## src/rtl/xbar_pkg.sv

```systemverilog
// rtl/xbar_pkg.sv - shared FSM state types and AXI burst/response encodings
package xbar_pkg;

  typedef enum logic [1:0] {
    RD_IDLE = 2'd0,
    RD_ADDR = 2'd1,
    RD_DATA = 2'd2
  } rd_state_t;

  typedef enum logic [1:0] {
    WR_IDLE = 2'd0,
    WR_ADDR = 2'd1,
    WR_DATA = 2'd2,
    WR_RESP = 2'd3
  } wr_state_t;

  localparam logic [1:0] BURST_FIXED = 2'd0;
  localparam logic [1:0] BURST_INCR  = 2'd1;
  localparam logic [1:0] BURST_WRAP  = 2'd2;

  localparam logic [1:0] RESP_OKAY   = 2'd0;
  localparam logic [1:0] RESP_EXOKAY = 2'd1;
  localparam logic [1:0] RESP_SLVERR = 2'd2;
  localparam logic [1:0] RESP_DECERR = 2'd3;

endpackage

```

## src/rtl/xbar_beat_counter.sv

```systemverilog
// rtl/xbar_beat_counter.sv - burst beat counter flagging the beat whose index equals len
module xbar_beat_counter #(
  parameter int LEN_WIDTH = 4
) (
  input  logic                 clk_i,
  input  logic                 rst_i,
  input  logic                 clr_i,
  input  logic                 inc_i,
  input  logic [LEN_WIDTH-1:0] len_i,
  output logic                 last_o
);

  logic [LEN_WIDTH-1:0] count_q;

  always_ff @(posedge clk_i) begin
    if (rst_i || clr_i) begin
      count_q <= '0;
    end else if (inc_i) begin
      count_q <= count_q + 1'b1;
    end
  end

  assign last_o = (count_q == len_i);

endmodule

```

## src/rtl/xbar_master_interface.sv

```systemverilog
// rtl/xbar_master_interface.sv - crossbar-to-slave AXI bridge with independent read/write FSMs
module xbar_master_interface
  import xbar_pkg::*;
#(
  parameter int ID_WIDTH   = 4,
  parameter int IDS_WIDTH  = 8,
  parameter int ADDR_WIDTH = 32,
  parameter int LEN_WIDTH  = 4,
  parameter int SIZE_WIDTH = 3,
  parameter int DATA_WIDTH = 32,
  parameter int STRB_WIDTH = 4,
  parameter int masters    = 2,
  localparam int MW        = (masters > 1) ? $clog2(masters) : 1
) (
  input  logic                  ACLK,
  input  logic                  ARESET,
  input  logic                  ar_req_valid,
  output logic                  ar_req_ready,
  input  logic [MW-1:0]         ar_req_master,
  input  logic [ID_WIDTH-1:0]   ARID,
  input  logic [ADDR_WIDTH-1:0] ARADDR,
  input  logic [LEN_WIDTH-1:0]  ARLEN,
  input  logic [SIZE_WIDTH-1:0] ARSIZE,
  input  logic [1:0]            ARBURST,
  output logic                  r_valid,
  input  logic                  r_ready,
  output logic [MW-1:0]         r_dest_master,
  output logic [ID_WIDTH-1:0]   RID,
  output logic [DATA_WIDTH-1:0] RDATA,
  output logic [1:0]            RRESP,
  output logic                  RLAST,
  input  logic                  aw_req_valid,
  output logic                  aw_req_ready,
  input  logic [MW-1:0]         aw_req_master,
  input  logic [ID_WIDTH-1:0]   AWID,
  input  logic [ADDR_WIDTH-1:0] AWADDR,
  input  logic [LEN_WIDTH-1:0]  AWLEN,
  input  logic [SIZE_WIDTH-1:0] AWSIZE,
  input  logic [1:0]            AWBURST,
  input  logic                  w_valid,
  output logic                  w_ready,
  input  logic [DATA_WIDTH-1:0] WDATA,
  input  logic [STRB_WIDTH-1:0] WSTRB,
  input  logic                  WLAST,
  output logic                  b_valid,
  input  logic                  b_ready,
  output logic [MW-1:0]         b_dest_master,
  output logic [ID_WIDTH-1:0]   BID,
  output logic [1:0]            BRESP,
  output logic [IDS_WIDTH-1:0]  ARID_S,
  output logic [ADDR_WIDTH-1:0] ARADDR_S,
  output logic [LEN_WIDTH-1:0]  ARLEN_S,
  output logic [SIZE_WIDTH-1:0] ARSIZE_S,
  output logic [1:0]            ARBURST_S,
  output logic                  ARVALID_S,
  input  logic                  ARREADY_S,
  input  logic [IDS_WIDTH-1:0]  RID_S,
  input  logic [DATA_WIDTH-1:0] RDATA_S,
  input  logic [1:0]            RRESP_S,
  input  logic                  RLAST_S,
  input  logic                  RVALID_S,
  output logic                  RREADY_S,
  output logic [IDS_WIDTH-1:0]  AWID_S,
  output logic [ADDR_WIDTH-1:0] AWADDR_S,
  output logic [LEN_WIDTH-1:0]  AWLEN_S,
  output logic [SIZE_WIDTH-1:0] AWSIZE_S,
  output logic [1:0]            AWBURST_S,
  output logic                  AWVALID_S,
  input  logic                  AWREADY_S,
  output logic [DATA_WIDTH-1:0] WDATA_S,
  output logic [STRB_WIDTH-1:0] WSTRB_S,
  output logic                  WLAST_S,
  output logic                  WVALID_S,
  input  logic                  WREADY_S,
  input  logic [IDS_WIDTH-1:0]  BID_S,
  input  logic [1:0]            BRESP_S,
  input  logic                  BVALID_S,
  output logic                  BREADY_S,
  output logic                  rd_len_err,
  output logic                  wr_len_err
);

  rd_state_t             rd_state_q, rd_state_d;
  logic [MW-1:0]         rd_master_q;
  logic [ID_WIDTH-1:0]   rd_id_q;
  logic [ADDR_WIDTH-1:0] rd_addr_q;
  logic [LEN_WIDTH-1:0]  rd_len_q;
  logic [SIZE_WIDTH-1:0] rd_size_q;
  logic [1:0]            rd_burst_q;
  logic                  rd_err_q;
  logic                  rd_beat, rd_clr, rd_last;

  wr_state_t             wr_state_q, wr_state_d;
  logic [MW-1:0]         wr_master_q;
  logic [ID_WIDTH-1:0]   wr_id_q;
  logic [ADDR_WIDTH-1:0] wr_addr_q;
  logic [LEN_WIDTH-1:0]  wr_len_q;
  logic [SIZE_WIDTH-1:0] wr_size_q;
  logic [1:0]            wr_burst_q;
  logic                  wr_err_q;
  logic                  wr_beat, wr_clr, wr_last;

  assign rd_beat = (rd_state_q == RD_DATA) && RVALID_S && r_ready;
  assign rd_clr  = (rd_state_q == RD_ADDR) && ARREADY_S;
  assign wr_beat = (wr_state_q == WR_DATA) && w_valid && WREADY_S;
  assign wr_clr  = (wr_state_q == WR_ADDR) && AWREADY_S;

  always_comb begin
    rd_state_d = rd_state_q;
    case (rd_state_q)
      RD_IDLE: if (ar_req_valid) rd_state_d = RD_ADDR;
      RD_ADDR: if (ARREADY_S) rd_state_d = RD_DATA;
      RD_DATA: if (rd_beat && RLAST_S) rd_state_d = RD_IDLE;
      default: rd_state_d = RD_IDLE;
    endcase
  end

  always_ff @(posedge ACLK) begin
    if (ARESET) begin
      rd_state_q  <= RD_IDLE;
      rd_master_q <= '0;
      rd_id_q     <= '0;
      rd_addr_q   <= '0;
      rd_len_q    <= '0;
      rd_size_q   <= '0;
      rd_burst_q  <= BURST_INCR;
      rd_err_q    <= 1'b0;
    end else begin
      rd_state_q <= rd_state_d;
      if (rd_state_q == RD_IDLE && ar_req_valid) begin
        rd_master_q <= ar_req_master;
        rd_id_q     <= ARID;
        rd_addr_q   <= ARADDR;
        rd_len_q    <= ARLEN;
        rd_size_q   <= ARSIZE;
        rd_burst_q  <= ARBURST;
      end
      // The slave's RLAST must land exactly on beat ARLEN; anything else is sticky.
      if (rd_beat && (RLAST_S != rd_last)) rd_err_q <= 1'b1;
    end
  end

  always_comb begin
    wr_state_d = wr_state_q;
    case (wr_state_q)
      WR_IDLE: if (aw_req_valid) wr_state_d = WR_ADDR;
      WR_ADDR: if (AWREADY_S) wr_state_d = WR_DATA;
      WR_DATA: if (wr_beat && wr_last) wr_state_d = WR_RESP;
      WR_RESP: if (BVALID_S && b_ready) wr_state_d = WR_IDLE;
      default: wr_state_d = WR_IDLE;
    endcase
  end

  always_ff @(posedge ACLK) begin
    if (ARESET) begin
      wr_state_q  <= WR_IDLE;
      wr_master_q <= '0;
      wr_id_q     <= '0;
      wr_addr_q   <= '0;
      wr_len_q    <= '0;
      wr_size_q   <= '0;
      wr_burst_q  <= BURST_INCR;
      wr_err_q    <= 1'b0;
    end else begin
      wr_state_q <= wr_state_d;
      if (wr_state_q == WR_IDLE && aw_req_valid) begin
        wr_master_q <= aw_req_master;
        wr_id_q     <= AWID;
        wr_addr_q   <= AWADDR;
        wr_len_q    <= AWLEN;
        wr_size_q   <= AWSIZE;
        wr_burst_q  <= AWBURST;
      end
      if (wr_beat && (WLAST != wr_last)) wr_err_q <= 1'b1;
    end
  end

  xbar_beat_counter #(.LEN_WIDTH(LEN_WIDTH)) u_rd_cnt (
    .clk_i(ACLK), .rst_i(ARESET), .clr_i(rd_clr), .inc_i(rd_beat),
    .len_i(rd_len_q), .last_o(rd_last)
  );

  xbar_beat_counter #(.LEN_WIDTH(LEN_WIDTH)) u_wr_cnt (
    .clk_i(ACLK), .rst_i(ARESET), .clr_i(wr_clr), .inc_i(wr_beat),
    .len_i(wr_len_q), .last_o(wr_last)
  );

  // Slave-side ID carries the master number above the crossbar ID, zero-padded on top.
  assign ARID_S    = IDS_WIDTH'({rd_master_q, rd_id_q});
  assign ARADDR_S  = rd_addr_q;
  assign ARLEN_S   = rd_len_q;
  assign ARSIZE_S  = rd_size_q;
  assign ARBURST_S = rd_burst_q;
  assign ARVALID_S = (rd_state_q == RD_ADDR);
  assign ar_req_ready = (rd_state_q == RD_IDLE);

  assign r_valid       = (rd_state_q == RD_DATA) && RVALID_S;
  assign RREADY_S      = (rd_state_q == RD_DATA) && r_ready;
  assign r_dest_master = rd_master_q;
  assign RID           = RID_S[ID_WIDTH-1:0];
  assign RDATA         = RDATA_S;
  assign RRESP         = RRESP_S;
  assign RLAST         = RLAST_S;

  assign AWID_S    = IDS_WIDTH'({wr_master_q, wr_id_q});
  assign AWADDR_S  = wr_addr_q;
  assign AWLEN_S   = wr_len_q;
  assign AWSIZE_S  = wr_size_q;
  assign AWBURST_S = wr_burst_q;
  assign AWVALID_S = (wr_state_q == WR_ADDR);
  assign aw_req_ready = (wr_state_q == WR_IDLE);

  assign WVALID_S = (wr_state_q == WR_DATA) && w_valid;
  assign w_ready  = (wr_state_q == WR_DATA) && WREADY_S;
  assign WDATA_S  = WDATA;
  assign WSTRB_S  = WSTRB;
  assign WLAST_S  = wr_last;

  assign b_valid       = (wr_state_q == WR_RESP) && BVALID_S;
  assign BREADY_S      = (wr_state_q == WR_RESP) && b_ready;
  assign b_dest_master = wr_master_q;
  assign BID           = BID_S[ID_WIDTH-1:0];
  assign BRESP         = BRESP_S;

  assign rd_len_err = rd_err_q;
  assign wr_len_err = wr_err_q;

  logic unused_id_bits;
  assign unused_id_bits = ^{RID_S[IDS_WIDTH-1:ID_WIDTH], BID_S[IDS_WIDTH-1:ID_WIDTH]};

endmodule

```

## config.mk

```make
export PLATFORM = sky130hd
export DESIGN_NAME = xbar_master_interface
export DESIGN_NICKNAME = d
export VERILOG_FILES = /design/src/rtl/xbar_pkg.sv /design/src/rtl/xbar_beat_counter.sv /design/src/rtl/xbar_master_interface.sv
export SDC_FILE = /design/constraint.sdc
export NUM_CORES = 1
export LEC_CHECK = 0
export CAP_MARGIN = 10
export CORE_AREA = 3 3 151 153
export DETAILED_ROUTE_END_ITERATION = 6
export DIE_AREA = 0 0 154 156
export GPL_TIMING_DRIVEN = 0
export PLACE_DENSITY_LB_ADDON = 0.08
export SLEW_MARGIN = 5
export SYNTH_ARGS = -nofsm -noshare
export SYNTH_HDL_FRONTEND = slang
export SYNTH_SLANG_ARGS = --single-unit
```

## constraint.sdc

```tcl
create_clock -name ACLK -period 1.94 [get_ports ACLK]
set_input_delay 0.291 -clock ACLK [delete_from_list [all_inputs] [get_ports ACLK]]
set_output_delay 0.291 -clock ACLK [all_outputs]
set_load 0.02 [all_outputs]
```

; ---- After elaboration in Yosys (flattened, before gate mapping)
; Cells that the tools add are included.
[totals]
wordCells = 68
inputBits = 194
regBits = 106
[op_classes]
n_mux = 9
n_addsub = 2
n_reduce_logical = 23
eq_ne = 16
[op_table]
columns = op, n
row1 = logical AND 1 bit, 17
row2 = two-way mux 2 bit, 7
row3 = adder 4 x 1 -> 4 bit (second input constant), 2
row4 = equality test 4 bit, 2
row5 = inequality test 2 x 1 -> 1 bit (second input constant), 4
row6 = case mux 2 bit (4 select lines), 1
row7 = equality test 2 bit (second input constant), 3
row8 = inequality test 2 bit (second input constant), 3
row9 = case mux 2 bit (3 select lines), 1
row10 = equality test 2 x 1 -> 1 bit (second input constant), 2
row11 = zero test 2 bit, 2
row12 = AND reduction 4 bit, 1
row13 = AND reduction 3 bit, 1
row14 = logical OR 1 bit, 2
row15 = inequality test 1 bit, 2

; ---- Longest topological paths before layout
; Gate-level depths: netlist (run 1).
[depth]
ltp_word = 6
ltp_mapped = 7
depth_no_buf = 6

; ---- Cells and area by module
; Synthesis (run 1) repeated with hierarchy kept, for this count alone.
[hier_totals]
cells_unflattened = 584
hier_area_um2 = 4795.8
[modules_own_cells]
columns = mod, cells_per_inst, area_each_um2, seq_area_each_um2, n_inst
row1 = xbar_master_interface, 540, 4357.9, 1961.9, 1
row2 = xbar_beat_counter, 22, 219.0, 80.1, 2

; ---- Least setup slack after synthesis (run 1)
; No wires, ideal clock.
[synth_path]
path_kind = reg-to-reg
from = reg wr_len_q[1] (netlist: AWLEN_S[1])
to = reg wr_state_q[0]
period_less_slack_ps = 1629
required_ps = 1854
path_slack_ps = 311
t_arrival_ps = 1543
stages_incl_launch_ff = 5
path_cell_list = dfxtp_1 xor2_1 nor4_4 o2111ai_2 a221oi_2
[synth_between]
elab_chain_len = 4
[synth_rtl]
columns = item, line_no
row1 = "start, declared", xbar_master_interface.sv:97  ; logic [LEN_WIDTH-1:0] wr_len_q;
row2 = "start signal, assigned", xbar_master_interface.sv:160  ; wr_len_q <= '0;
row3 = "start signal, assigned", xbar_master_interface.sv:170  ; wr_len_q <= AWLEN;
row4 = equality test 4 bit, xbar_beat_counter.sv:23  ; assign last_o = (count_q == len_i);
row5 = via WLAST_S, xbar_master_interface.sv:72  ; output logic WLAST_S,
row6 = logical AND 1 bit, xbar_master_interface.sv:148  ; WR_DATA: if (wr_beat && wr_last) wr_state_d = WR_RESP;
row7 = inequality test 2 x 1 -> 1 bit (no source line), -
row8 = AND reduction 4 bit (no source line), -
row9 = "end signal, assigned", xbar_master_interface.sv:165  ; wr_state_q <= wr_state_d;
row10 = "end, declared", xbar_master_interface.sv:93  ; wr_state_t wr_state_q, wr_state_d;
; The timed path passes the listed nets, and every way through them passes these cells.
; A chain may end at the register's enable or synchronous reset.

; ---- Worst setup path in the final report (run 1)
[layout_path]
from = reg u_wr_cnt.count_q[0]
to = out WLAST_S
[layout_between]
elab_chain_len = 1
[layout_rtl]
columns = item, line_no
row1 = "start, declared", xbar_beat_counter.sv:13  ; logic [LEN_WIDTH-1:0] count_q;
row2 = "start signal, assigned", xbar_beat_counter.sv:19  ; count_q <= count_q + 1'b1;
row3 = equality test 4 bit, xbar_beat_counter.sv:23
row4 = "end, declared", xbar_master_interface.sv:72
; No other way between the ends.

==> impl_metrics.env, run 1 <==
export IMPL_fin_area_um2=8272
export IMPL_antenna_found_initial=0
export IMPL_timing_final_crit_period_ps=1844
export IMPL_relSlewSlack=0.5576
export IMPL_synthFlopType="dfxtp_1"
export IMPL_cts_root_buffer="clkbuf_16"
export IMPL_finalClockSkew_ps=3.998
export IMPL_routed_wl_um=16490
export IMPL_synth_edf_count=0
export IMPL_status="finished, final reports clean"
export IMPL_fmax_ghz=0.5422
export IMPL_die_h_um=156
export IMPL_cts_made_buffers=9
export IMPL_rsz0062_at_grt="true"
export IMPL_powerDensity_nw_per_um2=881.0
export IMPL_area_growth_pct=77.19
export IMPL_cts_max_path_buffers=2
export IMPL_yosysTopAreaCellShare=0.4546
export IMPL_worst_slew_pin_slew_ps=663.6
export IMPL_initial_core_util=0.2152
export IMPL_gp_congestion=0.7364
export IMPL_critPathMaxStageDelay_ps=400
export IMPL_dp_final_hpwl_um=13090
export IMPL_post_layout_nonfiller_instances=1178
export IMPL_synth_warnings=0
export IMPL_cts_tree="done"
export IMPL_fin_nets=1094
export IMPL_final_hold_violation_count=0
export IMPL_fin_ws_ps=95.53
export IMPL_setup_viol=0
export IMPL_row_count=54
export IMPL_n_fill_cell=2312
export IMPL_cp_max_fo=4
export IMPL_worstPathCellList="xor2_1, nor4_4, buf_2"
export IMPL_clock_latency_ps=340
export IMPL_ys_ff_latch=106
export IMPL_netlist_instances=585
export IMPL_holdCritStartpoint="ARADDR_S[30]"
export IMPL_post_route_drc_count=0
export IMPL_grt_pass1_wl_um=24760
export IMPL_core_um2=21690
export IMPL_final_max_slew_viol_count=0
export IMPL_synth_most_common_cell="nand2_1"
export IMPL_cp_slowest_cell="nor4_4"
export IMPL_detail_route_antenna_nets=0
export IMPL_tns_ps=0
export IMPL_synthTopCellsByCount="nand2_1, dfxtp_1, a21oi_1"
export IMPL_grt_most_used_layer="met2"
export IMPL_post_drt_via_cell_ratio=3.951
export IMPL_synthArstFlopShare=0
export IMPL_setup_worst_path_start_class="flip-flop"
export IMPL_worstSetupEndpointType="output pin"
export IMPL_worst_setup_path_type="reg -> out"
export IMPL_synth_seq_area_share=0.4546
export IMPL_syn_area_per_cell_um2=7.980
export IMPL_gr_total_overflow=0
export IMPL_whs_path_depth=2
export IMPL_routedWlPerCell_um=14.00
export IMPL_dpl_cell_area_um2=7970
export IMPL_track_usage=0.1295
export IMPL_post_route_period_util=0.9508
export IMPL_worstPathArrival_ps=1550
export IMPL_cp_required_ps=1650
export IMPL_clkSinkCount=106
export IMPL_io_buffers=293
export IMPL_cts_htree_levels=3
export IMPL_p_leak_nw=3.340
export IMPL_drive_gt1_frac=0.1336
export IMPL_yosysUniqueCellTypes=31
export IMPL_post_place_cells=1163
export IMPL_yosys_top_cells_area="dfxtp_1, nand2_1, buf_4, a21oi_1, xor2_1"
export IMPL_vias=4654
export IMPL_worstSetupStartpoint="u_wr_cnt.count_q[0]"
export IMPL_drtIter0Drc=105
export IMPL_post_cts_buffers=0
export IMPL_worst_r2r_path_depth=6
export IMPL_drv_cap=0
export IMPL_drtPass1Iterations=4
export IMPL_ir_drop_mv=0.3504
export IMPL_num_io_pins=388
export IMPL_use_met3=0.03939
export IMPL_grt_pass1_vias=4615
export IMPL_die_area_um2=24020
export IMPL_synth_area_leader_cell="dfxtp_1"
export IMPL_pre_cts_slack_ps=-164.6
export IMPL_hp_class="reg -> reg"
export IMPL_antenna_cells=0
export IMPL_grt_util_met2=0.2211
export IMPL_r2r_start="wr_state_q[0]"
export IMPL_total_power_mw=7.287
export IMPL_syn_area_um2=4668
export IMPL_die_width_um=154
export IMPL_clkTransAtPathRegs_ps=70
export IMPL_grt_start_max_net_pins=16
export IMPL_grtUsageMet1=0.1537
## power breakdown
group | internal, mW | total (mW) | switching [mW] | leakage (nW)
registers | 2.45 | 2.61 | 0.158 | 0.869
clock network | 1.13 | 1.94 | 0.815 | 0.147
logic | 1.28 | 2.74 | 1.46 | 2.32
total | 4.85 | 7.29 | 2.44 | 3.34
## what timing repair did
item                                   CTS  global route
endpoints found under the hold margin    0             0
pin swaps                                1             0
resized for setup                       14             7
setup endpoints to repair                9            42
hold buffers                             0             0
## placed cells by master (no fill, tap or decap), types with 9 or more instances in the layout
cell	count
a21oi_1	92
dfxtp_1	106
clkbuf_1	20
clkdlybuf4s50_1	282
nand2_1	193
nor2_1	10
clkbuf_16	9
xor2_1	12
buf_4	89
## layout make-up
cell class | instances | area (µm²) | area share
buffer | 121 | 802.0 | 0.09696
clock buffer | 12 | 236.5 | 0.02859
clock inverter | 3 | 65.06 | 0.007866
inverter | 3 | 11.26 | 0.001361
multi-input combinational | 360 | 1762 | 0.2130
sequential | 106 | 2122 | 0.2565
tap | 280 | 350.3 | 0.04235
timing repair buffer | 293 | 2923 | 0.3534
## worst max-delay path, delay by kind of cell (launching register included)
| kind | cells | cell delay, ps |
|---|---|---|
| flip-flops | 1 | 360 |
| XOR/XNOR | 1 | 200 |
| AND/OR/NAND/NOR | 1 | 400 |
| buffers and inverters | 1 | 250 |
## logic make-up (layout without fill, tap and decap cells)
| kind of cell | Yosys count | after routing | synth area share |
|---|---|---|---|
| AND/OR/NAND/NOR | 230 | 230 | 0.2034 |
| AO/OA/AOI/OAI | 100 | 100 | 0.1177 |
| multiplexers | 2 | 2 | 0.004289 |
| adder cells (fa/ha/maj) | 6 | 6 | 0.01608 |
| XOR/XNOR | 16 | 16 | 0.03002 |
| buffers and inverters | 124 | 432 | 0.1731 |
| other | 1 | 6 | 0.0008033 |
| flip-flops | 106 | 106 | 0.4546 |
## final timing paths
kind         slack [ps]           end
max                 100       WLAST_S
min reg2reg         450  ARADDR_S[30]
min                 450  ARADDR_S[30]
max reg2reg         110  AWADDR_S[15]
## flip-flops by register name, indices dropped and copies added (netlist names)
name and flops:
r_dest_master 1, AWADDR_S 32, rd_id_q 4, rd_state_q 2, wr_len_err 1, AWBURST_S 2, ARSIZE_S 3, AWLEN_S 4
wr_state_q 2, ARLEN_S 4, rd_len_err 1, b_dest_master 1, ARBURST_S 2, u_rd_cnt.count_q 4, wr_id_q 4, ARADDR_S 32
AWSIZE_S 3, u_wr_cnt.count_q 4
## through the flow
stage / hold WS [ps] / util
CTS: 456.5 / 0.3809
detailed placement: 446.7 / 0.3675
floorplan: 415.4 / -
global placement: 442.1 / 0.3675
global route: 468.4 / 0.3814
finish: 453.1 / 0.3814
## metal layers
layer | part of all wire | vias up | routed length, µm
met2 | 0.49 | 205 | 8105
met3 | 0.083 | 16 | 1371
met5 | 0 | - | 0
met4 | 0.018 | 0 | 292
li1 | - | 2388 | -
met1 | 0.41 | 2045 | 6722
Note: power is estimated with default switching activity, not from simulation.
==> inputs of run 2 (changes only) <==
--- a/config.mk
+++ b/config.mk
@@ -10,7 +10,7 @@
 export DETAILED_ROUTE_END_ITERATION = 6
 export DIE_AREA = 0 0 154 156
 export GPL_TIMING_DRIVEN = 0
-export PLACE_DENSITY_LB_ADDON = 0.08
+export PLACE_DENSITY = 0.63
 export SLEW_MARGIN = 5
 export SYNTH_ARGS = -nofsm -noshare
 export SYNTH_HDL_FRONTEND = slang
==> run 2 against run 1 <==
Compared with the run above:
- wire length rose by 0.93%
- sequential share of layout area decreased by 0.13 points
- core utilization grew 0.19 points
- global-route usage down 0.17 points
- non-clock buffer count increased by 1
- clock power is 4% higher
==> impl_metrics.env, run 2 (synthesis gave the netlist of run 1 again) <==
export IMPL_status="finished, final reports clean"
export IMPL_dpl_cell_area_um2=7970
export IMPL_antenna_found_initial=0
export IMPL_ir_drop_mv=0.4035
export IMPL_whs_path_depth=2
export IMPL_total_power_mw=7.423
export IMPL_fin_area_um2=8313
export IMPL_gp_congestion=0.7541
export IMPL_core_um2=21690
export IMPL_tns_ps=0
export IMPL_cts_max_path_buffers=2
export IMPL_clkSinkCount=106
export IMPL_routed_wl_um=16650
export IMPL_grt_start_max_net_pins=16
export IMPL_fin_nets=1095
export IMPL_post_drt_via_cell_ratio=3.990
export IMPL_drtIter0Drc=158
export IMPL_vias=4700
export IMPL_fin_ws_ps=95.84
export IMPL_drtPass1Iterations=4
export IMPL_area_growth_pct=78.08
export IMPL_post_route_period_util=0.9506
export IMPL_die_area_um2=24020
export IMPL_num_io_pins=388
export IMPL_worstSetupEndpointType="output pin"
export IMPL_cp_max_fo=4
export IMPL_final_max_slew_viol_count=0
export IMPL_dp_final_hpwl_um=13310
export IMPL_drv_cap=0
export IMPL_critPathMaxStageDelay_ps=370
export IMPL_detail_route_antenna_nets=0
export IMPL_cts_root_buffer="clkbuf_16"
export IMPL_final_hold_violation_count=0
export IMPL_row_count=54
export IMPL_io_buffers=293
export IMPL_setup_viol=0
export IMPL_critPathTopFamily="flip-flops"
export IMPL_timing_hold_ws_ps=452.1
export IMPL_die_h_um=156
export IMPL_cp_required_ps=1650
export IMPL_worst_r2r_path_depth=7
export IMPL_post_layout_nonfiller_instances=1178
export IMPL_relSlewSlack=0.4747
export IMPL_drive_gt1_frac=0.1414
export IMPL_setup_worst_path_start_class="flip-flop"
export IMPL_rsz0062_at_grt="false"
export IMPL_cp_depth=3
export IMPL_track_usage=0.1278
export IMPL_worstPathCellList="xor2_1, nor4_4, clkdlybuf4s15_2"
export IMPL_post_place_cells=1163
export IMPL_finalClockSkew_ps=4.549
export IMPL_path_buf_inv=1
export IMPL_worst_slew_pin_slew_ps=788.0
export IMPL_final_cell_mix="clkdlybuf4s50_1, nand2_1, dfxtp_1, a21oi_1, buf_4"
export IMPL_antenna_cells=0
export IMPL_pre_cts_slack_ps=-283.8
export IMPL_cp_slowest_cell="dfxtp_1"
export IMPL_final_common_cell="clkdlybuf4s50_1"
export IMPL_worst_setup_path_type="reg -> out"
export IMPL_grt_pass1_vias=4427
export IMPL_die_width_um=154
export IMPL_ctsHoldBuffers=0
export IMPL_worstPathArrival_ps=1550
export IMPL_p_leak_nw=3.364
export IMPL_cts_htree_levels=3
export IMPL_post_route_util=0.3833
export IMPL_gr_total_overflow=0
export IMPL_cts_tree="done"
export IMPL_timing_final_crit_period_ps=1844
export IMPL_routedWlPerCell_um=14.13
export IMPL_clock_latency_ps=340
export IMPL_grt_pass1_wl_um=24380
export IMPL_post_route_drc_count=0
export IMPL_clkTransAtPathRegs_ps=70
export IMPL_fmax_ghz=0.5423
export IMPL_powerDensity_nw_per_um2=892.9
export IMPL_hp_class="reg -> reg"
export IMPL_cts_made_buffers=9
export IMPL_initial_core_util=0.2152
## run 2: worst paths after layout
kind                       end  slack (ps)                start
hold reg to reg   ARADDR_S[15]         450         ARADDR_S[15]
setup / recovery       WLAST_S         100  u_wr_cnt.count_q[0]
setup reg to reg  AWBURST_S[1]         190        wr_state_q[0]
hold / removal    ARADDR_S[15]         450         ARADDR_S[15]
## run 2: final cells by class
type | count | area (µm²)
fillers | 2238 | 13380
repair buffers | 294 | 2933
flip-flops and latches | 106 | 2122
multi-input cells | 360 | 1764
plain buffers | 121 | 805.8
well taps | 280 | 350.3
clock buffers | 12 | 266.5
clock inverters | 2 | 60.06
inverters | 3 | 11.26
## run 2: metal layers
layer	wire, µm	up-vias	track usage
li1	-	2385	-
met1	6903	2130	0.1551
met2	8391	172	0.2209
met3	1153	13	0.04300
met4	197	0	0.02733
met5	0	-	0
## run 2: where the power goes
group          total, mW  internal (mW)  switching [mW]
Combinational       2.80           1.31            1.49
Sequential          2.60           2.45           0.154
Clock               2.02           1.22           0.798
## run 2: worst min-delay path, cell delays in order (launching register included)
cell and delay [ps]:
dfxtp_1 310, nand2_1 50, a21oi_1 50
## run 2: repair_timing
| action | CTS | global route |
|---|---|---|
| cloned | 0 | 0 |
| pin swaps | 1 | 1 |
| resized for setup | 16 | 9 |
| buffers inserted | 0 | 1 |
| setup endpoints to repair | 19 | 42 |
==> inputs of run 3 (changes only) <==
--- a/config.mk
+++ b/config.mk
@@ -6,11 +6,11 @@
 export NUM_CORES = 1
 export LEC_CHECK = 0
 export CAP_MARGIN = 10
-export CORE_AREA = 3 3 151 153
+export CORE_AREA = 3 3 152 154
 export DETAILED_ROUTE_END_ITERATION = 6
-export DIE_AREA = 0 0 154 156
+export DIE_AREA = 0 0 155 157
 export GPL_TIMING_DRIVEN = 0
-export PLACE_DENSITY = 0.63
+export PLACE_DENSITY = 0.65
 export SLEW_MARGIN = 5
 export SYNTH_ARGS = -nofsm -noshare
 export SYNTH_HDL_FRONTEND = slang
==> constraint.sdc (replaced) <==
create_clock -name ACLK -period 1.56 [get_ports ACLK]
set_input_delay 0.234 -clock ACLK [delete_from_list [all_inputs] [get_ports ACLK]]
set_output_delay 0.234 -clock ACLK [all_outputs]
set_load 0.02 [all_outputs]
==> run 3 against run 2 <==
Compared with the run above:
- the run now ends with negative setup slack left
- largest cell class unchanged
- core utilization grew 0.28 points
- first-iteration DRC count shrank 27%
- highest routed layer unchanged
- global-route usage grew 0.40 points
- combinational power grew 26%
- clock-buffer cell count shrank 1
- setup slack lost 160 ps
- final cell count grew 0.34%
- hold slack lost 31 ps
- clock skew grew 2.3 ps
- cell area grew 1.4%
- non-clock buffer count grew 2
==> impl_metrics.env, run 3 (synthesis gave the netlist of run 1 again) <==
export IMPL_violations="negative setup slack"
export IMPL_final_max_slew_viol_count=0
export IMPL_setup_viol=1
export IMPL_worstPathCellList="xor2_1, nor4_4, buf_4"
export IMPL_drtPass1Iterations=4
export IMPL_cp_required_ps=1330
export IMPL_drive_gt1_frac=0.1807
export IMPL_p_leak_nw=4.245
export IMPL_path_buf_inv=1
export IMPL_use_met3=0.05197
export IMPL_grtUsageMet1=0.1429
export IMPL_grt_pass1_wl_um=25230
export IMPL_routed_wl_um=17360
export IMPL_status="finished, violations left"
export IMPL_gp_congestion=0.7296
export IMPL_antenna_found_initial=0
export IMPL_detail_route_antenna_nets=0
export IMPL_grt_start_max_net_pins=18
export IMPL_dp_final_hpwl_um=13760
export IMPL_drtIter0Drc=115
export IMPL_post_route_drc_count=0
export IMPL_hp_class="in -> reg"
export IMPL_post_route_period_util=1.044
export IMPL_rsz0062_at_grt="true"
export IMPL_tns_ps=-68.18
export IMPL_fmax_ghz=0.6142
export IMPL_cts_max_path_buffers=2
export IMPL_cp_slowest_cell="dfxtp_2"
export IMPL_die_h_um=157
export IMPL_post_drt_via_cell_ratio=4.015
export IMPL_cp_max_fo=4
export IMPL_cts_htree_levels=3
export IMPL_row_count=54
export IMPL_final_common_cell="nand2_1"
export IMPL_drv_cap=0
export IMPL_worstSetupEndpointType="output pin"
export IMPL_timing_hold_ws_ps=420.7
export IMPL_num_io_pins=388
export IMPL_timing_final_crit_period_ps=1628
export IMPL_clkSinkCount=106
export IMPL_cts_root_buffer="clkbuf_16"
export IMPL_cts_made_buffers=9
export IMPL_cts_tree="done"
export IMPL_finalClockSkew_ps=6.842
export IMPL_pre_cts_slack_ps=-734.6
export IMPL_die_area_um2=24340
export IMPL_vias=4746
export IMPL_area_growth_pct=80.51
export IMPL_final_hold_violation_count=0
export IMPL_critPathMaxStageDelay_ps=350
export IMPL_fin_ws_ps=-68.18
export IMPL_track_usage=0.1318
export IMPL_final_cell_mix="nand2_1, clkdlybuf4s50_1, dfxtp_1, buf_4, a21oi_1"
export IMPL_die_width_um=155
export IMPL_core_um2=21820
export IMPL_setup_worst_path_start_class="flip-flop"
export IMPL_dpl_cell_area_um2=7975
export IMPL_fin_nets=1097
export IMPL_post_route_util=0.3861
export IMPL_post_layout_nonfiller_instances=1182
export IMPL_total_power_mw=9.059
export IMPL_n_fill_cell=2244
export IMPL_gr_total_overflow=0
export IMPL_routedWlPerCell_um=14.68
export IMPL_grt_util_met2=0.2381
export IMPL_io_buffers=293
export IMPL_worstPathArrival_ps=1390
export IMPL_worst_slew_pin_slew_ps=512.4
export IMPL_critPathTopFamily="flip-flops"
export IMPL_antenna_cells=0
export IMPL_ir_drop_mv=0.4579
export IMPL_worst_setup_path_type="reg -> out"
export IMPL_grt_most_used_layer="met2"
export IMPL_post_place_cells=1163
export IMPL_grt_pass1_vias=4696
export IMPL_relSlewSlack=0.6584
export IMPL_clkTransAtPathRegs_ps=80
export IMPL_initial_core_util=0.2139
export IMPL_clock_latency_ps=350
export IMPL_powerDensity_nw_per_um2=1075
export IMPL_fin_area_um2=8427
run 3: layout make-up:
type,count,area (µm²),area share
multi-input combinational,360,1833,0.2175
timing repair buffer,297,2963,0.3516
clock buffer,11,242.7,0.02880
buffer,120,847.1,0.1005
sequential,106,2138,0.2537
inverter,3,13.76,0.001633
tap,280,350.3,0.04157
clock inverter,5,38.79,0.004603
run 3: timing repair:
item / 4_1_cts / 5_1_grt
resized for setup: 119 / 73
setup endpoints to repair: 155 / 124
pin swaps: 2 / 0
hold buffers: 0 / 0
buffers inserted: 1 / 3
run 3: final timing paths:
| check | from | to | slack [ps] | cells after the start |
|---|---|---|---|---|
| max | u_wr_cnt.count_q[1] | WLAST_S | -70 | 3 |
| min | ARADDR[8] | ARADDR_S[8] | 420 | 3 |
| max reg2reg | u_wr_cnt.count_q[1] | wr_state_q[0] | 50 | 5 |
| min reg2reg | AWADDR_S[19] | AWADDR_S[19] | 450 | 2 |
run 3: worst min-delay path, stage by stage:
cell and delay (ps):
clkdlybuf4s50_1 390, nand2_1 50, a21oi_1 50
run 3: metal layers:
| metal | share of wire | wire [µm] |
|---|---|---|
| met5 | 0 | 0 |
| met4 | 0.015 | 269 |
| met2 | 0.50 | 8715 |
| met1 | 0.39 | 6683 |
| met3 | 0.097 | 1687 |
run 3: power breakdown:
group	total, mW	internal (mW)	switching [mW]	leakage, nW
clock network	2.25	1.14	1.11	0.136
logic	3.54	1.64	1.90	3.24
registers	3.27	3.06	0.207	0.873
total	9.06	5.84	3.22	4.25
